===== src/rtl/trace_buffer_drain.sv =====
`default_nettype none
// ============================================================================
// Module   : trace_buffer_drain
// Purpose  : Captures packed N-wide trace vectors into a circular buffer
//            while tracing is high, then replays them oldest-first as a
//            serial one-element-per-beat valid/ready stream on DUMP.
//            DUMP / CLEAR arrive on the shared configId/configData bus.
// Revision : 1.0 - initial release
// ============================================================================
module trace_buffer_drain #(
  parameter int N                  = 8,
  parameter int DATA_WIDTH         = 32,
  parameter int TB_SIZE            = 8,
  parameter int PERSONAL_CONFIG_ID = 0
) (
  input  logic                        clk,
  input  logic                        rst_n,
  input  logic                        tracing,
  input  logic                        valid_in,
  input  logic [N*DATA_WIDTH-1:0]     vector_in,
  input  logic [7:0]                  configId,
  input  logic [7:0]                  configData,
  input  logic                        rd_ready,
  output logic                        rd_valid,
  output logic [DATA_WIDTH-1:0]       rd_data,
  output logic                        rd_last,
  output logic [$clog2(TB_SIZE):0]    count,
  output logic                        overflow
);

  localparam int PTR_W  = $clog2(TB_SIZE);
  localparam int CNT_W  = PTR_W + 1;
  localparam int ELEM_W = (N > 1) ? $clog2(N) : 1;

  localparam logic [CNT_W-1:0]  FULL_COUNT = CNT_W'(TB_SIZE);
  localparam logic [CNT_W-1:0]  ONE_COUNT  = CNT_W'(1);
  localparam logic [ELEM_W-1:0] LAST_ELEM  = ELEM_W'(N - 1);
  localparam logic [7:0]        MY_ID      = 8'(PERSONAL_CONFIG_ID);
  localparam logic [7:0]        CMD_DUMP   = 8'd1;
  localparam logic [7:0]        CMD_CLEAR  = 8'd2;

  typedef enum logic [0:0] {
    ST_IDLE  = 1'b0,
    ST_DRAIN = 1'b1
  } state_t;

  // Element 0 of a vector sits in the least significant DATA_WIDTH bits.
  typedef logic [N-1:0][DATA_WIDTH-1:0] vec_t;

  vec_t                  mem_q [TB_SIZE];

  state_t                state_q,    state_d;
  logic [PTR_W-1:0]      wr_ptr_q,   wr_ptr_d;
  logic [PTR_W-1:0]      rd_ptr_q,   rd_ptr_d;
  logic [ELEM_W-1:0]     elem_q,     elem_d;
  logic [CNT_W-1:0]      count_q,    count_d;
  logic                  overflow_q, overflow_d;
  logic                  rd_valid_q, rd_valid_d;
  logic                  rd_last_q,  rd_last_d;
  logic [DATA_WIDTH-1:0] rd_data_q,  rd_data_d;

  logic                  mem_we;
  logic                  load;

  // Next-state, pointer bookkeeping and output-register loading.
  always_comb begin
    state_d    = state_q;
    wr_ptr_d   = wr_ptr_q;
    rd_ptr_d   = rd_ptr_q;
    elem_d     = elem_q;
    count_d    = count_q;
    overflow_d = overflow_q;
    rd_valid_d = rd_valid_q;
    rd_last_d  = rd_last_q;
    rd_data_d  = rd_data_q;
    mem_we     = 1'b0;
    load       = 1'b0;

    case (state_q)
      ST_IDLE: begin
        if (tracing) begin
          if (valid_in) begin
            mem_we   = 1'b1;
            wr_ptr_d = wr_ptr_q + 1'b1;
            if (count_q == FULL_COUNT) begin
              // Buffer full: the oldest vector is dropped to make room.
              rd_ptr_d   = rd_ptr_q + 1'b1;
              overflow_d = 1'b1;
            end else begin
              count_d = count_q + 1'b1;
            end
          end
        end else if (configId == MY_ID) begin
          if (configData == CMD_DUMP) begin
            if (count_q != '0) begin
              state_d    = ST_DRAIN;
              rd_valid_d = 1'b1;
              elem_d     = '0;
              load       = 1'b1;
            end
          end else if (configData == CMD_CLEAR) begin
            wr_ptr_d   = '0;
            rd_ptr_d   = '0;
            count_d    = '0;
            overflow_d = 1'b0;
          end
        end
      end

      ST_DRAIN: begin
        if (tracing) begin
          // Abort: abandon the replay and drop whatever is left.
          state_d    = ST_IDLE;
          rd_valid_d = 1'b0;
          rd_last_d  = 1'b0;
          wr_ptr_d   = '0;
          rd_ptr_d   = '0;
          elem_d     = '0;
          count_d    = '0;
        end else if (rd_valid_q && rd_ready) begin
          if (rd_last_q) begin
            state_d    = ST_IDLE;
            rd_valid_d = 1'b0;
            rd_last_d  = 1'b0;
            wr_ptr_d   = '0;
            rd_ptr_d   = '0;
            elem_d     = '0;
            count_d    = '0;
            overflow_d = 1'b0;
          end else if (elem_q == LAST_ELEM) begin
            elem_d   = '0;
            rd_ptr_d = rd_ptr_q + 1'b1;
            count_d  = count_q - 1'b1;
            load     = 1'b1;
          end else begin
            elem_d = elem_q + 1'b1;
            load   = 1'b1;
          end
        end
      end

      default: begin
        state_d = ST_IDLE;
      end
    endcase

    // The presented beat is fetched from the position it will occupy next,
    // so rd_data/rd_last only change on DUMP acceptance or a handshake.
    if (load) begin
      rd_data_d = mem_q[rd_ptr_d][elem_d];
      rd_last_d = (count_d == ONE_COUNT) && (elem_d == LAST_ELEM);
    end
  end

  // Control and output registers with synchronous active-low reset.
  always_ff @(posedge clk) begin
    if (!rst_n) begin
      state_q    <= ST_IDLE;
      wr_ptr_q   <= '0;
      rd_ptr_q   <= '0;
      elem_q     <= '0;
      count_q    <= '0;
      overflow_q <= 1'b0;
      rd_valid_q <= 1'b0;
      rd_last_q  <= 1'b0;
      rd_data_q  <= '0;
    end else begin
      state_q    <= state_d;
      wr_ptr_q   <= wr_ptr_d;
      rd_ptr_q   <= rd_ptr_d;
      elem_q     <= elem_d;
      count_q    <= count_d;
      overflow_q <= overflow_d;
      rd_valid_q <= rd_valid_d;
      rd_last_q  <= rd_last_d;
      rd_data_q  <= rd_data_d;
    end
  end

  // Trace storage; contents survive reset, but no write happens during it.
  always_ff @(posedge clk) begin
    if (rst_n && mem_we) begin
      mem_q[wr_ptr_q] <= vector_in;
    end
  end

  assign rd_valid = rd_valid_q;
  assign rd_data  = rd_data_q;
  assign rd_last  = rd_last_q;
  assign count    = count_q;
  assign overflow = overflow_q;

endmodule
`default_nettype wire


===== config.mk =====
export PLATFORM = sky130hd
export DESIGN_NAME = trace_buffer_drain
export DESIGN_NICKNAME = d
export VERILOG_FILES = /design/src/rtl/trace_buffer_drain.sv
export SDC_FILE = /design/constraint.sdc
export NUM_CORES = 2
export LEC_CHECK = 0
export CAP_MARGIN = 10
export CORE_AREA = 2 2 453 455
export CTS_CLUSTER_DIAMETER = 120
export CTS_CLUSTER_SIZE = 10
export DETAILED_ROUTE_END_ITERATION = 16
export DIE_AREA = 0 0 455 457
export PLACE_DENSITY = 0.63
export REMOVE_ABC_BUFFERS = 1
export SLEW_MARGIN = 15
export SYNTH_ARGS = -nofsm -noshare
export SYNTH_HDL_FRONTEND = slang
export SYNTH_SLANG_ARGS = --single-unit

===== constraint.sdc =====
create_clock -name clk -period 30.7 [get_ports clk]
set_input_delay 6.14 -clock clk [delete_from_list [all_inputs] [get_ports clk]]
set_output_delay 6.14 -clock clk [all_outputs]
set_load 0.02 [all_outputs]

* After elaboration in Yosys (flattened, before gate mapping)
Memories as Yosys holds them, arrays and structs flattened. Cells that the tools add are included.
Storage, ports and cells: output and inout port bits 39, memories kept 1, logic and storage cells 126, input port bits 277, memory bits (writable) 2048, register bits after elaboration 49
Operators by class: magnitude comparators 1, reduce and logical (&&, ||, !) cells 11, eq/ne operators 20, bitwise logic cells 1, add/subtract/negate cells 5, mux-type cells 78
Memories:
- mem_q | words 8, bits a word 256, rd ports 1, clocked after Yosys merged registers in 0, wr ports 1, RTL line 50 | vec_t mem_q [TB_SIZE];
Operators with widths (number):
- binary-select mux 32 bit (select 3 bit) | 1
- 2-to-1 mux 3 bit | 26
- 2-to-1 mux 4 bit | 10
- 2-to-1 mux 1 bit | 32
- 2-to-1 mux 32 bit | 1
- case mux 3 bit (2 select lines) | 3
- != test 3 bit, second input constant | 5
- AND reduction 6 bit | 2
- != test 2 bit, second input constant | 5
- adder 3 x 1 -> 3 bit, second input constant | 3
- == test 8 x 1 -> 1 bit, second input constant | 1
- == test 8 x 2 -> 1 bit, second input constant | 1
- logical NOT 8 bit | 1
- case mux 1 bit (2 select lines) | 4
- case mux 4 bit (2 select lines) | 1
- AND reduction 8 bit | 1
- == test 3 bit, second input constant | 2
- != test 3 x 2 -> 1 bit, second input constant | 2
- adder 4 x 1 -> 4 bit, second input constant | 1
- == test 4 x 1 -> 1 bit, second input constant | 1
- == test 4 bit, second input constant | 1
- < comparator 3 x 4 -> 1 bit, second input constant | 1
- != test 2 x 1 -> 1 bit, second input constant | 2
- nonzero test 4 bit | 1
- other kinds (6) | 8

* Depth between registers and ports, before layout
depth after elaboration 9, depth in mapped cells 18, gate-level depth less buffers 12

* Least setup slack after synthesis
No wires, ideal clock.
path kind input port to flip-flop, start point input tracing, end point memory mem_q[1][0] in the netlist's numbering, enable pin, cell stages on the path 5, library setup time 1187 ps, slack 5532 ps, path buffers 2, data required time 29513 ps, arrival time 23981 ps, path through buf_2 and3b_1 buf_2 nand3_1 nor3_1
On the way: longest elaborated chain between the ends 5
Ends and longest elaborated chain:
- start: declaration | RTL line 18 | input logic tracing,
- 2-to-1 mux 1 bit | RTL line 81 | if (tracing) begin
- 2-to-1 mux 1 bit | RTL line 79 | case (state_q)
- logical AND 1 bit | RTL line 182 | if (rst_n && mem_we) begin
- 2-to-1 mux 1 bit | RTL line 182
- 2-to-1 mux 1 bit (implied by the code) | RTL line 183 | mem_q[wr_ptr_q] <= vector_in;
- end: declaration | RTL line 50
No other way between the ends.

* Worst setup path after layout
start point input tracing, end point register rd_data_q[6], in the netlist rd_data[6]
On the way: longest elaborated chain between the ends 5, elaborated cells between the ends (all ways) 12, classes of those cells mux: 11; memory: 1
Ends and longest elaborated chain:
- 2-to-1 mux 3 bit (on tied branches) | RTL line 111, 81
- case mux 3 bit (2 select lines) | RTL line 79
- memory read (8 x 256 bit)
- binary-select mux 32 bit (select 3 bit) | RTL line 150 | rd_data_d = mem_q[rd_ptr_d][elem_d];
- 2-to-1 mux 32 bit (implied by the code) | RTL line 150
- end signal: assignment | RTL line 176 | rd_data_q <= rd_data_d;
- end: declaration | RTL line 60 | logic [DATA_WIDTH-1:0] rd_data_q, rd_data_d;
Parallel ways exist; a longest one is shown, timed or not. The select of a mux whose other input is x is not followed. A chain may end at the register's enable or synchronous reset.

==> metrics.md <==
| Metric | Value |
|---|---|
| Relative max-transition margin | `16.0%` |
| Flops & latches, synth | `2,097` |
| Post-Route WL | `247,000 um` |
| Die W | `455 um` |
| CP max FO | `82` |
| Buffers from clock root to sink, at most | `3` |
| Crit path capture type | `flop` |
| IO Pins | `316` |
| Std cell rows | `166` |
| Total global-route track usage | `23.4%` |
| Placer Congestion | `0.809` |
| CTS root buffer | `clkbuf_16` |
| Share of layout cells above drive strength 1 | `6.42%` |
| Fmax | `81.4 MHz` |
| Slew Limit Fails | `0` |
| Total Die Area | `0.208 sq mm` |
| Yosys top cell area share | `74.2%` |
| Number of buffers created by CTS | `228` |
| Syn Area/Cell | `13.6 sq um` |
| Grt met1 use | `31.6%` |
| Clk slew on worst S/H paths | `60 ps` |
| VDD IR max | `0.0578 mV` |
| Final Skew | `49.0 ps` |
| Synth cell count leaders | `edfxtp_1 (2,048), nand2_1 (1,664), nand3_1 (575)` |
| Count leader, synth | `edfxtp_1` |
| Final setup viols | `0` |
| Cell accounting for the most synthesized area | `edfxtp_1` |
| Asr flop ratio synth | `0%` |
| Area Growth Syn to Fin | `14.9%` |
| Worst EP arrival | `13,080 ps` |
| Nets | `6,593` |
| Initial antenna violation count | `90` |
| Grt total ovfl | `0` |
| Lkg Pwr | `31.2 nW` |
| CTS sink count | `2,097` |
| Worst Setup SP | `tracing` |
| CP startpoint kind | `input port` |
| Pwr dens | `60.3 mW/mm^2` |
| RSZ-0062 raised after global routing | `false` |
| Port Buffers | `315` |
| Setup ws final | `18,410 ps` |
| # DRC | `0` |
| Post-cts resize count | `0` |
| CTS Hold Buffers Added | `0` |
| Top FF cell, synth | `edfxtp_1` |
| Worst EP required | `31,490 ps` |
| First-pass GRT wire length | `357,000 um` |
| Setup WS pre-CTS | `17,480 ps` |
| CTS tree | `yes` |
| R2r startpoint | `count[0]` |
| Drt pass-1 iters | `5` |
| Status | `finished, final reports clean` |
| Hold Startpoint | `rd_data[11]` |
| Synth Cell Area | `0.0829 sq mm` |
| Core area | `0.203 sq mm` |
| Chip height | `457 um` |
| Vias/cell | `5.78` |
| Max H-tree Level | `4` |
| Post-Syn Instances | `6,072` |
| EDFF count, synth | `2,048` |
| Hold Fails Final Rpt | `0` |
| Vias in the first global route | `51,300` |
| Worst-Skew Late Latency | `870 ps` |
| DP HPWL | `134,000 um` |
| Synth area leaders | `edfxtp_1 (74%), nand2_1 (7.5%), nand3_1 (3.5%)` |
| Most used routing layer | `met2` |
| Routing usage on met3 | `4.79%` |
| Largest net degree at the start of global routing | `182` |
| Met2 GRT Util | `37.2%` |
| Initial Utilization | `40.8%` |
| Worst hold path type | `flop to flop` |
| Vias post-DR | `53,100` |
| Count of cell types in the netlist | `81` |
| Tcrit/Tclk final | `40.0%` |
| Max-cap violations | `0` |
| Register area share after synthesis | `75.4%` |
| Fin Setup TNS | `0 ps` |
| Crit path time final | `12,290 ps` |
| WL/cell | `26.8 um` |
| Synth Warn # | `0` |
| Drt first-iter violations | `6,031` |
| Number of setup buffers added after CTS | `0` |
| Crit Path Class | `input port to flop` |
| Worst-Margin Slew | `1260 ps` |
| Antenna-violating nets left | `0` |
[stage by stage]
step                power, mW  cell area [sq um]  hold WS (ps)  util [%]  instances
floorplan                3.26              80800           532         -       5654
finish                   5.74              95300           545      46.8       9196
detailed placement       3.33              88600           526      43.6       8767
global route             5.90              95200           566      46.8       9180
CTS                      5.78              95200           547      46.8       9157
global placement         3.33              88600           521      43.6       8767
[flip-flops by register name, summed over array words and instances, names as in the netlist]
signal    cells
mem_q      2048
rd_data      32
count         4
elem_q        3
rd_ptr_q      3
wr_ptr_q      3
overflow      1
rd_last       1
rd_valid      1
state_q       1
[cell usage in the layout (no fill, tap or decap), types with 9 or more instances in the layout]
master,netlist,final
diode_2,0,39
nor2_4,1,11
o21ai_1,11,11
a311oi_1,101,101
a32oi_1,44,44
o21ai_0,78,78
a31oi_1,193,193
clkdlybuf4s50_1,0,314
nand4_1,46,46
nor3_1,16,12
a2111oi_0,11,11
and3_1,217,216
buf_4,27,93
a211oi_1,149,149
nand3_1,575,574
o221ai_1,9,9
dfxtp_1,49,49
nor2b_1,9,9
a21oi_1,100,100
and2_1,11,10
o211ai_1,12,12
clkbuf_1,136,146
clkbuf_16,0,228
edfxtp_1,2048,2048
o22ai_1,19,19
nand2_1,1664,1661
buf_12,0,17
nor2_1,52,38
o2111ai_1,49,49
mux2i_1,51,51
[routing by layer]
metal	up-vias	wire, um
li1	23400	-
met1	26900	100000
met2	2263	117000
met3	480	21000
met4	66	8250
met5	-	436
[kinds of logic after synthesis]
logic type,share of synthesized area [%]
simple gates,13.9
buf+inv,2.49
xor+xnor,0.0211
fa+ha+maj,0.106
mux,0.793
flops,75.4
compound gates,7.28
[power by group]
group	switching [mW]	total [mW]	internal (mW)
logic	0.0660	0.109	0.0434
registers	0.00336	3.16	3.16
clock network	1.09	2.47	1.38
total	1.16	5.74	4.58
[area by class of cell]
type                            count  area [sq um]
Antenna cell                       39          97.6
Clock buffer                      374          6250
Clock inverter                     16           334
Fill cell                       17400        108000
Inverter                            7          26.3
Multi-Input combinational cell   3550         18500
Sequential cell                  2097         62500
Tap cell                         2688          3360
Timing Repair Buffer              425          4190
[critical path: stages]
cell and delay, ps:
clkdlybuf4s50_1 740, nor3_1 330, nand4_1 240, a311oi_4 320, buf_4 200, and2_4 630
buf_4 850, buf_4 880, buf_4 750, buf_4 660, nand2_1 120, a311o_2 390
a311oi_1 240, or4_1 140, o31ai_1 60, a21oi_1 150
[path summary, 6_finish.rpt]
| kind | to | slack, ps | cells after the start |
|---|---|---|---|
| worst max-delay path | rd_data[6] | 18410 | 16 |
| worst min-delay path | rd_data[11] | 550 | 2 |
| worst max register to register | rd_data[6] | 23680 | 17 |
| worst min register to register | rd_data[11] | 550 | 2 |
Power figures use the tool's default switching activity.
